$ cat config.mk
export PLATFORM = sky130hd
export DESIGN_NAME = plateau_detector_v2
export DESIGN_NICKNAME = d
export VERILOG_FILES = /design/src/rtl/plateau_detector_v2.sv
export SDC_FILE = /design/constraint.sdc
export NUM_CORES = 1
export LEC_CHECK = 0
export ABC_AREA = 1
export BUFFER_PORTS_ARGS = -buffer_cell sky130_fd_sc_hd__buf_4
export CELL_PAD_IN_SITES_DETAIL_PLACEMENT = 1
export CELL_PAD_IN_SITES_GLOBAL_PLACEMENT = 1
export CORE_MARGIN = 5
export CORE_UTILIZATION = 30
export CTS_CLUSTER_SIZE = 10
export DETAILED_ROUTE_END_ITERATION = 8
export GPL_TIMING_DRIVEN = 1
export PLACE_DENSITY = 0.64
export SLEW_MARGIN = 15
export SYNTH_ARGS = -nofsm -noshare
export SYNTH_HDL_FRONTEND = slang
export SYNTH_SLANG_ARGS = --single-unit
$ cat constraint.sdc
create_clock -name clk -period 2.7 [get_ports clk]
set_input_delay 0.27 -clock clk [delete_from_list [all_inputs] [get_ports clk]]
set_output_delay 0.27 -clock clk [all_outputs]
set_load 0.02 [all_outputs]
$ cat src/rtl/plateau_detector_v2.sv
// plateau_detector_v2
//   Finds the plateau of a correlation metric burst and, FRAME_OFFSET
//   transfers into the plateau, emits a one-beat frame-start strobe. The
//   phase sample taken at plateau entry (shifted right by PHASE_SHIFT) is
//   presented as the phase estimate.
//
//   Optional feature macro: PLATEAU_DET_PHASE_AVG_EN
//     defined   - phase estimate is the mean of 2^AVG_LOG2 shifted samples
//                 starting at plateau entry; an aborted plateau leaves the
//                 previous estimate untouched.
//     undefined - phase estimate is the single sample at plateau entry.
//
// Ports
//   clk, reset, clear      : clock, synchronous active-high reset / soft reset
//   i0_t*                  : correlation metric stream (tlast unused)
//   i1_t*                  : accumulated phase stream (tlast unused)
//   o_tdata/o_tlast/o_t*   : phase estimate, frame-start strobe, handshake
//   lost_cnt               : saturating count of aborted detections
module plateau_detector_v2 #(
    parameter int WIDTH        = 16,
    parameter int THRESHOLD    = 1,
    parameter int RISE_MARGIN  = 100,
    parameter int SETTLE_LEN   = 3,
    parameter int PLATEAU_LEN  = 90,
    parameter int FRAME_OFFSET = 128,
    parameter int PHASE_SHIFT  = 5,
    parameter int AVG_LOG2     = 3
) (
    input  logic             clk,
    input  logic             reset,
    input  logic             clear,
    input  logic [WIDTH-1:0] i0_tdata,
    input  logic             i0_tlast,
    input  logic             i0_tvalid,
    output logic             i0_tready,
    input  logic [WIDTH-1:0] i1_tdata,
    input  logic             i1_tlast,
    input  logic             i1_tvalid,
    output logic             i1_tready,
    output logic [WIDTH-1:0] o_tdata,
    output logic             o_tlast,
    output logic             o_tvalid,
    input  logic             o_tready,
    output logic [15:0]      lost_cnt
);

    typedef enum logic [2:0] {IDLE, RISE, SETTLE, PLATEAU, OFFSET} state_t;

    localparam logic [WIDTH-1:0] THRESH_V    = WIDTH'(THRESHOLD);
    localparam logic [WIDTH:0]   MARGIN_V    = (WIDTH+1)'(RISE_MARGIN);
    localparam logic [WIDTH-1:0] SETTLE_LAST = WIDTH'(SETTLE_LEN - 1);
    localparam logic [WIDTH-1:0] PLATEAU_V   = WIDTH'(PLATEAU_LEN);
    localparam logic [WIDTH-1:0] OFFSET_V    = WIDTH'(FRAME_OFFSET);

    state_t                  state;
    logic [WIDTH-1:0]        max_val;
    logic [WIDTH-1:0]        settle_cnt;
    logic [WIDTH-1:0]        plateau_cnt;
    logic [WIDTH-1:0]        trig_cnt;
    logic [WIDTH-1:0]        phase_est;
    logic                    tlast_r;

    logic                    do_op;
    logic                    thresh_met;
    logic                    rising;
    logic signed [WIDTH-1:0] phase_smp;
    logic                    unused_tlast;

    assign do_op      = i0_tvalid & i1_tvalid & o_tready;
    assign i0_tready  = do_op;
    assign i1_tready  = do_op;
    assign o_tvalid   = i0_tvalid & i1_tvalid;
    assign o_tdata    = phase_est;
    assign o_tlast    = tlast_r;

    assign thresh_met = i0_tdata > THRESH_V;
    // One extra bit so max_val + margin can never wrap around.
    assign rising     = {1'b0, i0_tdata} > ({1'b0, max_val} + MARGIN_V);
    assign phase_smp  = $signed(i1_tdata) >>> PHASE_SHIFT;

    assign unused_tlast = i0_tlast ^ i1_tlast;

`ifdef PLATEAU_DET_PHASE_AVG_EN
    localparam int unsigned       ACC_W    = WIDTH + AVG_LOG2;
    localparam int unsigned       AVG_N    = 1 << AVG_LOG2;
    localparam logic [AVG_LOG2:0] AVG_LAST = (AVG_LOG2+1)'(AVG_N - 1);

    logic signed [ACC_W-1:0] acc;
    logic signed [ACC_W-1:0] smp_ext;
    logic signed [ACC_W-1:0] avg_sum;
    logic [AVG_LOG2:0]       avg_cnt;
    logic                    avg_busy;
    logic                    avg_step;

    assign smp_ext  = ACC_W'(phase_smp);
    assign avg_sum  = acc + smp_ext;
    // The sample that aborts a plateau is not part of the average.
    assign avg_step = avg_busy &&
                      ((state == OFFSET) || ((state == PLATEAU) && thresh_met));
`endif

    always_ff @(posedge clk) begin
        if (reset || clear) begin
            state       <= IDLE;
            max_val     <= '0;
            settle_cnt  <= '0;
            plateau_cnt <= '0;
            trig_cnt    <= '0;
            phase_est   <= '0;
            tlast_r     <= 1'b0;
            lost_cnt    <= '0;
`ifdef PLATEAU_DET_PHASE_AVG_EN
            acc         <= '0;
            avg_cnt     <= '0;
            avg_busy    <= 1'b0;
`endif
        end else if (do_op) begin
            // A pending strobe is consumed by this transfer.
            tlast_r <= 1'b0;

`ifdef PLATEAU_DET_PHASE_AVG_EN
            if (avg_step) begin
                if (avg_cnt == AVG_LAST) begin
                    phase_est <= WIDTH'(avg_sum >>> AVG_LOG2);
                    avg_busy  <= 1'b0;
                end else begin
                    acc     <= avg_sum;
                    avg_cnt <= avg_cnt + 1'b1;
                end
            end
`endif

            case (state)
                IDLE: begin
                    if (thresh_met) begin
                        state   <= RISE;
                        max_val <= i0_tdata;
                    end
                end

                RISE, SETTLE, PLATEAU: begin
                    if (!thresh_met) begin
                        state       <= IDLE;
                        max_val     <= '0;
                        settle_cnt  <= '0;
                        plateau_cnt <= '0;
                        trig_cnt    <= '0;
                        if (lost_cnt != 16'hFFFF)
                            lost_cnt <= lost_cnt + 16'd1;
`ifdef PLATEAU_DET_PHASE_AVG_EN
                        avg_busy    <= 1'b0;
`endif
                    end else begin
                        if (plateau_cnt != '1)
                            plateau_cnt <= plateau_cnt + 1'b1;

                        if (state == RISE) begin
                            if (rising) begin
                                max_val <= i0_tdata;
                            end else begin
                                state      <= SETTLE;
                                settle_cnt <= '0;
                            end
                        end else if (state == SETTLE) begin
                            if (rising) begin
                                max_val <= i0_tdata;
                                state   <= RISE;
                            end else if (settle_cnt == SETTLE_LAST) begin
                                state <= PLATEAU;
`ifdef PLATEAU_DET_PHASE_AVG_EN
                                if (AVG_N == 1) begin
                                    phase_est <= phase_smp;
                                end else begin
                                    acc      <= smp_ext;
                                    avg_cnt  <= (AVG_LOG2+1)'(1);
                                    avg_busy <= 1'b1;
                                end
`else
                                phase_est <= phase_smp;
`endif
                            end else begin
                                settle_cnt <= settle_cnt + 1'b1;
                            end
                        end else begin
                            trig_cnt <= trig_cnt + 1'b1;
                            if (plateau_cnt > PLATEAU_V)
                                state <= OFFSET;
                        end
                    end
                end

                OFFSET: begin
                    if (trig_cnt == OFFSET_V) begin
                        state       <= IDLE;
                        tlast_r     <= 1'b1;
                        max_val     <= '0;
                        settle_cnt  <= '0;
                        plateau_cnt <= '0;
                        trig_cnt    <= '0;
`ifdef PLATEAU_DET_PHASE_AVG_EN
                        avg_busy    <= 1'b0;
`endif
                    end else begin
                        trig_cnt <= trig_cnt + 1'b1;
                    end
                end

                default: state <= IDLE;
            endcase
        end
    end

endmodule

==> results_dict.tcl, run 1 <==
set metrics [dict create \
    status "finished, violations left" \
    violations "negative setup slack" \
    synth_cells 941 \
    syn_to_final_growth_pct 27.6 \
    place.gp.congestion 0.825 \
    synth_nets 1005 \
    clk_latency_ns 0.35 \
    hold_depth 3 \
    grt_pass1_vias 6192 \
    cts_buffers 9 \
    cts_sinks 95 \
    die-width_microns 153 \
    synth_area_per_cell_sq_um 6.51 \
    drive_above_1_share_pct 21.5 \
    firstDrtPassIters 4 \
    hpwl_microns 13500 \
    yosys_most_used_dff "dfxtp_1" \
    synth_cell_types 43 \
    grt_usage_pct 15.6 \
    crit_cells 19 \
    max_stage_delay_ns 0.38 \
    wl_met2_microns 8930 \
    fin_tns_setup_ns -1.77 \
    drt_iter0_drc 183 \
    end_kind "register" \
    final_max_slew_viol_count 0 \
    leakage_uw 0.00315 \
    period_needed_ns 2.81 \
    grt_pass1_wl_microns 30800 \
    root_buffer "clkbuf_16" \
    top_layer "met4" \
    initial_core_util_pct 30.4 \
    yosys_warnings 0 \
    start_kind "register" \
    crit_chain "ha_4 -> nand2_2 -> nand3_2 -> nand2_4 -> buf_4 -> xor2_1 -> ha_1 -> nand2_1 -> nor2_1 -> nand3b_1 -> nand3_1 -> nand3_1 -> nand2_2 -> nand2_4 -> or2_4 -> nand2_8 -> clkinvlp_4 -> nor2_1 -> nor2_1" \
    netlist_area_sq_um 6130 \
    fillers 2610 \
    clockBufferDepth 2 \
    tightest_slew_ns 1.06 \
    max-vdd-ir-drop_mv 0.291 \
    worstPathRequired_ns 2.95 \
    critPathBufInv 2 \
    period_share_pct 104 \
    skew_ns 0.00853 \
    synth_top_cell_by_area "dfxtp_1" \
    grt_max_degree 33 \
    route.met3.wl_microns 475 \
    fin_util_pct 38.8 \
    ctsHoldBuffers 0 \
    setup_ws_ns -0.109 \
    core_sq_um 20200 \
    max_slew_margin_pct 29.0 \
    rsz0062_at_grt "yes" \
    drt-met1-wl_microns 8910 \
    cp_top_family "simple AND/OR/NAND/NOR gates" \
    total_power_uw 3090 \
    regArea_sq_um 1910 \
    via_per_inst 4.77 \
    max_freq_mhz 356 \
    ios 76 \
    drv_cap 0 \
    io_buffers 68 \
    grt_antenna_before_repair 0 \
    cpMostUsedCell "nor2_1" \
    cts_tree "yes" \
    htree_num_levels 3 \
    routed_wl_microns 18600 \
    synth_edf_count 0 \
    yosysTopAreaCellShare_pct 31.0 \
    async_flop_share_pct 0 \
    worst-path-max-fanout 6 \
    seq_area_frac_synth_pct 31.0 \
    rows 52 \
    vias 6217 \
    setup_violations 31 \
    n_antenna_cell 0 \
    grt_overflow_total 0 \
    die_area_sq_um 23400 \
    drc 0 \
    synth.area.top_cells "dfxtp_1, nand2_1, nor2_1" \
    clkTransAtPathRegs_ns 0.08 \
    multi_input_area_sq_um 3840 \
    worst_path_max_delay_cell "dfxtp_4" \
    postRouteAntennaNets 0 \
    nets 1091 \
    min_path_type "in2reg" \
    ys_seq_elements 95 \
    routedWlPerCell_microns 14.3 \
    reg2reg_depth 19 \
    power_density_nw_per_um2 395 \
    finalHoldViolCount 0 \
    cp.arrival_ns 3.06 \
    die_h_microns 153 \
    critPathKind "reg2reg" \
]
-- cell families (layout without fill, tap and decap cells) --
group | count (synthesis) | in the layout | share of synthesized area (%)
AND/OR/NAND/NOR | 523 | 523 | 37.8
buffers and inverters | 162 | 253 | 11.2
AO/OA/AOI/OAI | 96 | 96 | 9.13
flip-flops | 95 | 95 | 31.0
XOR/XNOR | 41 | 41 | 5.86
adder cells (fa/ha/maj) | 24 | 24 | 4.90
-- area by class of cell --
type                       count  area share, %
multi-input combinational    684           49.1
sequential                    95           24.4
timing repair buffer         113           12.2
inverter                     124           6.00
tap                          270           4.32
clock buffer                  10           3.06
clock inverter                 6          0.880
-- repair_timing --
action	in CTS	in global routing
resized for setup	13	73
setup endpoints to repair	46	46
gates cloned	0	2
buffers inserted	2	5
pin swaps	3	23
-- metrics by stage --
step	hold WS [ns]	std cells	setup slack, ns	cell area, sq um
final	0.181	1302	-0.109	7820
after global routing	0.200	1302	-0.311	7820
after CTS	0.189	1295	-0.107	7450
after detailed placement	0.461	1277	-0.274	7080
after global placement	0.463	1277	-0.184	7080
after floorplan	0.440	941	0.0272	6140
-- routing by layer --
| layer | global-route usage (%) | up-vias |
|---|---|---|
| met5 | 0 | - |
| met1 | 20.9 | 2944 |
| met2 | 26.6 | 65 |
| met3 | 1.87 | 15 |
| li1 | - | 3193 |
| met4 | 4.29 | 0 |
-- state kept, by name, indices dropped and copies added, names as in the netlist --
name         count
state            3
max_val         16
o_tdata         11
settle_cnt      16
o_tlast          1
plateau_cnt     16
lost_cnt        16
trig_cnt        16
-- Yosys cell counts, types with 3 or more instances --
cell type / number
nor2_2: 3
nand2_2: 12
xor2_1: 33
clkbuf_1: 12
inv_1: 115
nand3_1: 64
dfxtp_1: 95
o21ai_0: 24
buf_2: 13
nand4_1: 27
nor4_1: 10
a31oi_1: 11
inv_2: 8
a21oi_2: 8
xnor2_1: 8
nor3_1: 44
nand2_1: 207
a21oi_1: 40
nand3b_1: 3
buf_4: 9
ha_1: 24
nor2_1: 142
-- cells in the final DEF (no fill, tap or decap), drive strengths merged --
cell type	netlist	routed
dfxtp	95	95
o21ai	26	26
nand3	66	66
xor2	33	33
clkinv	1	5
ha	24	24
xnor2	8	8
inv	123	123
nand2	221	221
a41oi	1	1
o211a	2	2
a21o	2	2
nand3b	3	3
nand4	28	28
a31oi	11	11
a211oi	1	1
o211ai	2	2
or2	1	1
a21oi	48	48
clkinvlp	0	1
nor4	10	10
o21bai	1	1
o221ai	1	1
nor3b	1	1
buf	26	112
o21a	1	1
clkbuf	12	11
nor3	46	46
bufinv	0	1
nor2	147	147
-- path summary, 6_finish.rpt --
| path | from | to | slack (ns) |
|---|---|---|---|
| worst max-delay path | max_val[2] | settle_cnt[5] | -0.11 |
| worst min-delay path | i1_tdata[7] | o_tdata[2] | 0.18 |
| worst max register to register | max_val[2] | settle_cnt[5] | -0.11 |
| worst min register to register | settle_cnt[14] | settle_cnt[14] | 0.48 |
-- report_power, final --
| part | internal, uW | switching [uW] |
|---|---|---|
| Sequential | 1410 | 8.78 |
| Clock | 752 | 626 |
| Combinational | 127 | 171 |
-- worst register-to-register path: stages (launching register included) --
cell,delay [ns]
dfxtp_4,0.38
ha_4,0.14
nand2_2,0.06
nand3_2,0.08
nand2_4,0.06
buf_4,0.14
xor2_1,0.14
ha_1,0.30
nand2_1,0.09
nor2_1,0.15
nand3b_1,0.09
nand3_1,0.11
nand3_1,0.08
nand2_2,0.12
nand2_4,0.06
or2_4,0.29
nand2_8,0.08
clkinvlp_4,0.17
nor2_1,0.14
nor2_1,0.05
(Power assumes the default switching activity.)
==> run 2, diff against run 1 <==
--- a/config.mk
+++ b/config.mk
@@ -7,14 +7,12 @@
 export LEC_CHECK = 0
 export ABC_AREA = 1
 export BUFFER_PORTS_ARGS = -buffer_cell sky130_fd_sc_hd__buf_4
-export CELL_PAD_IN_SITES_DETAIL_PLACEMENT = 1
-export CELL_PAD_IN_SITES_GLOBAL_PLACEMENT = 1
 export CORE_MARGIN = 5
 export CORE_UTILIZATION = 30
 export CTS_CLUSTER_SIZE = 10
 export DETAILED_ROUTE_END_ITERATION = 8
 export GPL_TIMING_DRIVEN = 1
-export PLACE_DENSITY = 0.64
+export PLACE_DENSITY = 0.48
 export SLEW_MARGIN = 15
 export SYNTH_ARGS = -nofsm -noshare
 export SYNTH_HDL_FRONTEND = slang
==> run 2 against run 1 <==
Sequential power about the same; core utilization decreased by 1.0 points; critical path depth increased by 5; power decreased by 4.7%; the flow still finishes with violations (negative setup slack); clock skew increased by 0.0011 ns.
==> results_dict.tcl, run 2 (synthesis gave the netlist of run 1 again) <==
set metrics [dict create \
    status "finished, violations left" \
    violations "negative setup slack" \
    drc 0 \
    setup_violations 26 \
    setup_ws_ns -0.0493 \
    place.gp.congestion 0.802 \
    crit_chain "nand3_2 -> nand3_2 -> nand2_2 -> nor2_1 -> nand2_1 -> inv_2 -> nand3_2 -> buf_4 -> buf_4 -> nand2_1 -> ha_1 -> nand2_2 -> o21bai_1 -> nand2_1 -> nand2_1 -> nand2_1 -> nand2_1 -> nand2_2 -> nand2_4 -> or2_4 -> nand2_8 -> clkinvlp_4 -> nor2_1 -> nor2_1" \
    p_switching_uw 774 \
    die-width_microns 153 \
    final_common_cell "nand2_1" \
    max_freq_mhz 364 \
    dpl-instance-area_sq_um 7100 \
    worst-path-max-fanout 7 \
    drv_cap 0 \
    drt_iter0_drc 256 \
    worst_path_max_delay_cell "dfxtp_4" \
    clockBufferDepth 2 \
    final_cell_mix "nand2_1, nor2_1, inv_1" \
    start_kind "register" \
    rows 52 \
    end_kind "register" \
    period_needed_ns 2.75 \
    fin_util_pct 37.8 \
    cts_tree "yes" \
    drive_above_1_share_pct 19.9 \
    period_share_pct 102 \
    ctsHoldBuffers 0 \
    via_per_inst 4.60 \
    p_int_uw 2170 \
    root_buffer "clkbuf_16" \
    cts_buffers 9 \
    postRouteAntennaNets 0 \
    grt_overflow_total 0 \
    min_path_type "in2reg" \
    timing.hold.ws_ns 0.205 \
    io_buffers 68 \
    leakage_uw 0.00312 \
    syn_to_final_growth_pct 24.3 \
    power_frac_seq_pct 48.0 \
    skew_ns 0.00962 \
    pwr-share-clk_pct 42.4 \
    ios 76 \
    final_area_sq_um 7610 \
    cts_sinks 95 \
    routedWlPerCell_microns 12.7 \
    die_h_microns 153 \
    initial_core_util_pct 30.4 \
    firstDrtPassIters 4 \
    n_antenna_cell 0 \
    worstPathRequired_ns 2.95 \
    max-vdd-ir-drop_mv 0.284 \
    power_density_nw_per_um2 387 \
    die_area_sq_um 23400 \
    cp.arrival_ns 3.00 \
    core_sq_um 20200 \
    swShare_pct 26.3 \
    tightest_slew_ns 1.26 \
    grt_pass1_vias 5716 \
    grt_pass1_wl_microns 28100 \
    routed_wl_microns 16600 \
    clkTransAtPathRegs_ns 0.07 \
    max_stage_delay_ns 0.36 \
    nets 1095 \
    final_max_slew_viol_count 0 \
    grt_max_degree 30 \
    cpMostUsedCell "nand2_1" \
    hpwl_microns 12200 \
    pwr-share-comb_pct 9.6 \
    grt_antenna_before_repair 0 \
    htree_num_levels 3 \
    vias 6009 \
    finalHoldViolCount 0 \
    critPathKind "reg2reg" \
    clk_latency_ns 0.35 \
    grt_usage_pct 14.2 \
    rsz0062_at_grt "yes" \
    max_slew_margin_pct 15.2 \
]
==> run 2: cell count changes in the layout (fill, tap and decap cells not counted), moves of 4 or more <==
cell,change
nor2_4,-12
buf_4,+11
nor2_1,+6
nor2_2,+6
nand2_1,+4
nand2_2,-4
nor3_1,+4
nor3_2,-4
==> run 2: power groups by stage <==
stage	sequential [uW]	combinational [uW]	clock [uW]
floorplan	1450	152	0
global placement	1450	258	0
detailed placement	1450	259	0
CTS	1410	267	1310
global route	1420	319	1360
finish	1410	281	1250
==> run 2: stage by stage <==
step	power (uW)	std cells	setup TNS, ns	setup slack, ns
floorplan	1600	941	0	0.0272
global placement	1710	1283	-3.72	-0.185
detailed placement	1710	1283	-5.57	-0.246
CTS	2990	1304	-0.974	-0.0798
global route	3100	1306	-10.85	-0.278
finish	2950	1306	-0.433	-0.0493
==> run 2: path summary, 6_finish.rpt <==
path	from	to	slack [ns]	cells after the start
worst max register to register	max_val[2]	settle_cnt[5]	-0.05	24
worst max-delay path	max_val[2]	settle_cnt[5]	-0.05	24
worst min register to register	settle_cnt[14]	settle_cnt[14]	0.47	2
worst min-delay path	i1_tdata[15]	o_tdata[10]	0.20	3
==> run 2: final cells by class <==
| type | instances | area (sq um) |
|---|---|---|
| timing repair buffer | 117 | 931 |
| tap | 270 | 338 |
| clock inverter | 6 | 53.8 |
| clock buffer | 10 | 229 |
| fill | 2255 | 12600 |
| inverter | 124 | 469 |
| multi-input combinational | 684 | 3680 |
| sequential | 95 | 1910 |
==> run 2: what timing repair did <==
| action | in CTS | in global routing |
|---|---|---|
| setup buffers | 5 | 0 |
| setup endpoints to repair | 46 | 46 |
| cloned | 0 | 2 |
| pin swaps | 12 | 16 |
| resized for setup | 17 | 28 |
==> run 2: per-layer routing <==
| metal | global-route usage, % | vias up | routed length (microns) |
|---|---|---|---|
| li1 | - | 3203 | - |
| met2 | 23.5 | 64 | 7640 |
| met1 | 19.2 | 2731 | 8270 |
| met4 | 2.84 | 0 | 165 |
| met5 | 0 | - | 0 |
| met3 | 2.91 | 11 | 479 |
==> run 2: critical path, delay by kind of cell (launching register included) <==
family | cells | cell delay, ns
flops | 1 | 0.36
fa+ha+maj | 1 | 0.28
buf+inv | 4 | 0.38
compound gates | 1 | 0.14
simple gates | 18 | 1.46
==> run 3, diff against run 2 <==
==> constraint.sdc (replaced) <==
create_clock -name clk -period 2.4 [get_ports clk]
set_input_delay 0.24 -clock clk [delete_from_list [all_inputs] [get_ports clk]]
set_output_delay 0.24 -clock clk [all_outputs]
set_load 0.02 [all_outputs]
==> run 3 against run 2 <==
Cell count up 0.92%; largest cell class unchanged; setup slack worse by 0.31 ns; register-to-register slack got worse by 0.31 ns; power grew 19%; critical endpoint is now settle_cnt[10]; sequential share of layout area down 1.2 points; maximum frequency is 0.40% lower; global-route usage grew 0.55 points; die area unchanged; the run still ends with negative setup slack left; combinational power up 19%; wire length increased by 3.2%; sequential power up 13%; sequential cell count did not move.
==> results_dict.tcl, run 3 (synthesis gave the netlist of run 1 again) <==
set metrics [dict create \
    worstPathRequired_ns 2.69 \
    reg2reg_to "settle_cnt[10]" \
    htree_num_levels 3 \
    violations "negative setup slack" \
    critPathKind "reg2reg" \
    clockBufferDepth 2 \
    finalHoldViolCount 0 \
    period_needed_ns 2.76 \
    n_antenna_cell 0 \
    ctsHoldBuffers 0 \
    pwr-share-comb_pct 9.5 \
    grt_pass1_vias 5742 \
    hpwl_microns 12600 \
    cpMostUsedCell "nand2_1" \
    syn_to_final_growth_pct 30.3 \
    end_kind "register" \
    io_buffers 68 \
    power_density_nw_per_um2 440 \
    critPathBufInv 2 \
    place_inst 1293 \
    drt_iter0_drc 208 \
    max_slew_margin_pct 52.4 \
    timing.hold.ws_ns 0.138 \
    postRouteAntennaNets 0 \
    cts_tree "yes" \
    core_sq_um 20200 \
    die_h_microns 153 \
    regArea_sq_um 1910 \
    ios 76 \
    via_per_inst 4.57 \
    cp_top_family "simple AND/OR/NAND/NOR gates" \
    multi_input_area_sq_um 3890 \
    power_frac_seq_pct 45.3 \
    cts_buffers 9 \
    grt_usage_pct 14.7 \
    place.gp.congestion 0.823 \
    clk_latency_ns 0.35 \
    fillers 2191 \
    period_share_pct 115 \
    crit_end "settle_cnt[10]" \
    start_kind "register" \
    drv_cap 0 \
    pwr-share-clk_pct 45.2 \
    final_cell_mix "nand2_1, nor2_1, buf_4" \
    drive_above_1_share_pct 23.0 \
    die_area_sq_um 23400 \
    rsz0062_at_grt "yes" \
    rows 52 \
    drc 0 \
    fin_util_pct 39.6 \
    total_power_uw 3520 \
    cts_sinks 95 \
    tightest_slew_ns 0.714 \
    nets 1107 \
    grt_antenna_before_repair 0 \
    routed_wl_microns 17100 \
    final_max_slew_viol_count 0 \
    p_switching_uw 841 \
    max-vdd-ir-drop_mv 0.312 \
    swShare_pct 23.9 \
    status "finished, violations left" \
    min_path_type "in2reg" \
    grt_pass1_wl_microns 28900 \
    setup_violations 46 \
    hold_start "i1_tdata[5]" \
    cp.arrival_ns 3.05 \
    reg2reg_slack_ns -0.36 \
    max_freq_mhz 362 \
    setup_ws_ns -0.360 \
    vias 6028 \
    worst-path-max-fanout 6 \
    worst_path_max_delay_cell "dfxtp_4" \
    p_int_uw 2670 \
    skew_ns 0.00623 \
    root_buffer "clkbuf_16" \
    die-width_microns 153 \
    reg2reg_from "max_val[3]" \
    grt_max_degree 28 \
    grt_overflow_total 0 \
    fin_cells 1318 \
    routedWlPerCell_microns 13.0 \
    firstDrtPassIters 4 \
    leakage_uw 0.00320 \
    max_stage_delay_ns 0.38 \
    crit_chain "ha_4 -> nand2_2 -> nand3_2 -> nand2_4 -> nor2_4 -> nand3_2 -> xor2_1 -> ha_1 -> nand2_1 -> o21bai_1 -> nand2_1 -> nand2_1 -> nand2_1 -> nand2_1 -> nand2_2 -> nand2_4 -> or2_4 -> nand2_8 -> buf_6 -> buf_6 -> nand2_2 -> a21oi_2" \
    final_common_cell "nand2_1" \
    clkTransAtPathRegs_ns 0.07 \
    initial_core_util_pct 30.4 \
    crit_cells 22 \
    critPathLaunch "max_val[3]" \
    reg2reg_depth 22 \
    dpl_worst_slack_ns -0.422 \
]
run 3: power by group through the flow:
stage | registers (uW) | logic [uW] | clock network [uW]
floorplan | 1630 | 175 | 0
global placement | 1630 | 302 | 0
CTS | 1590 | 320 | 1650
finish | 1590 | 335 | 1590
detailed placement | 1630 | 301 | 0
global route | 1590 | 376 | 1720
run 3: per-layer routing:
layer / vias up / global-route usage (%) / wire length [microns]
li1: 3232 / - / -
met1: 2715 / 20.3 / 8560
met2: 67 / 24.2 / 7910
met3: 14 / 2.29 / 443
met4: 0 / 3.65 / 167
met5: - / 0 / 0
run 3: layout make-up:
class | instances | share of cell area [%]
clock inverters | 4 | 0.971
flip-flops and latches | 95 | 23.9
multi-input cells | 684 | 48.7
inverters | 124 | 5.87
clock buffers | 12 | 3.09
repair buffers | 129 | 13.2
well taps | 270 | 4.23
run 3: worst reg2reg max path: cells and delay by family, from the launching register on:
family / cells / cell delay, ns
flip-flops: 1 / 0.38
buffers and inverters: 2 / 0.22
XOR/XNOR: 1 / 0.16
AND/OR/NAND/NOR: 15 / 1.25
AO/OA/AOI/OAI: 2 / 0.26
adder cells (fa/ha/maj): 2 / 0.43
run 3: how the worst min path moves through the flow:
stage | end | cells after the start | slack (ns)
2_1_floorplan | o_tdata[0] | 2 | 0.42
3_3_place_gp | settle_cnt[14] | 2 | 0.46
3_5_place_dp | settle_cnt[14] | 2 | 0.47
4_1_cts | o_tdata[2] | 3 | 0.17
5_1_grt | o_tdata[0] | 3 | 0.16
6_report | o_tdata[0] | 3 | 0.14
run 3: through the flow:
step	TNS, ns	area, sq um
floorplan	-5.91	6190
global placement	-14.06	7230
detailed placement	-16.59	7240
CTS	-13.18	7720
global route	-25.13	7990
finish	-13.92	7990
run 3: timing repair:
action                     4_1_cts  5_1_grt
setup buffers                    6        4
pin swaps                        5       14
gates cloned                     1        0
setup endpoints to repair       46       50
resized for setup               35       48
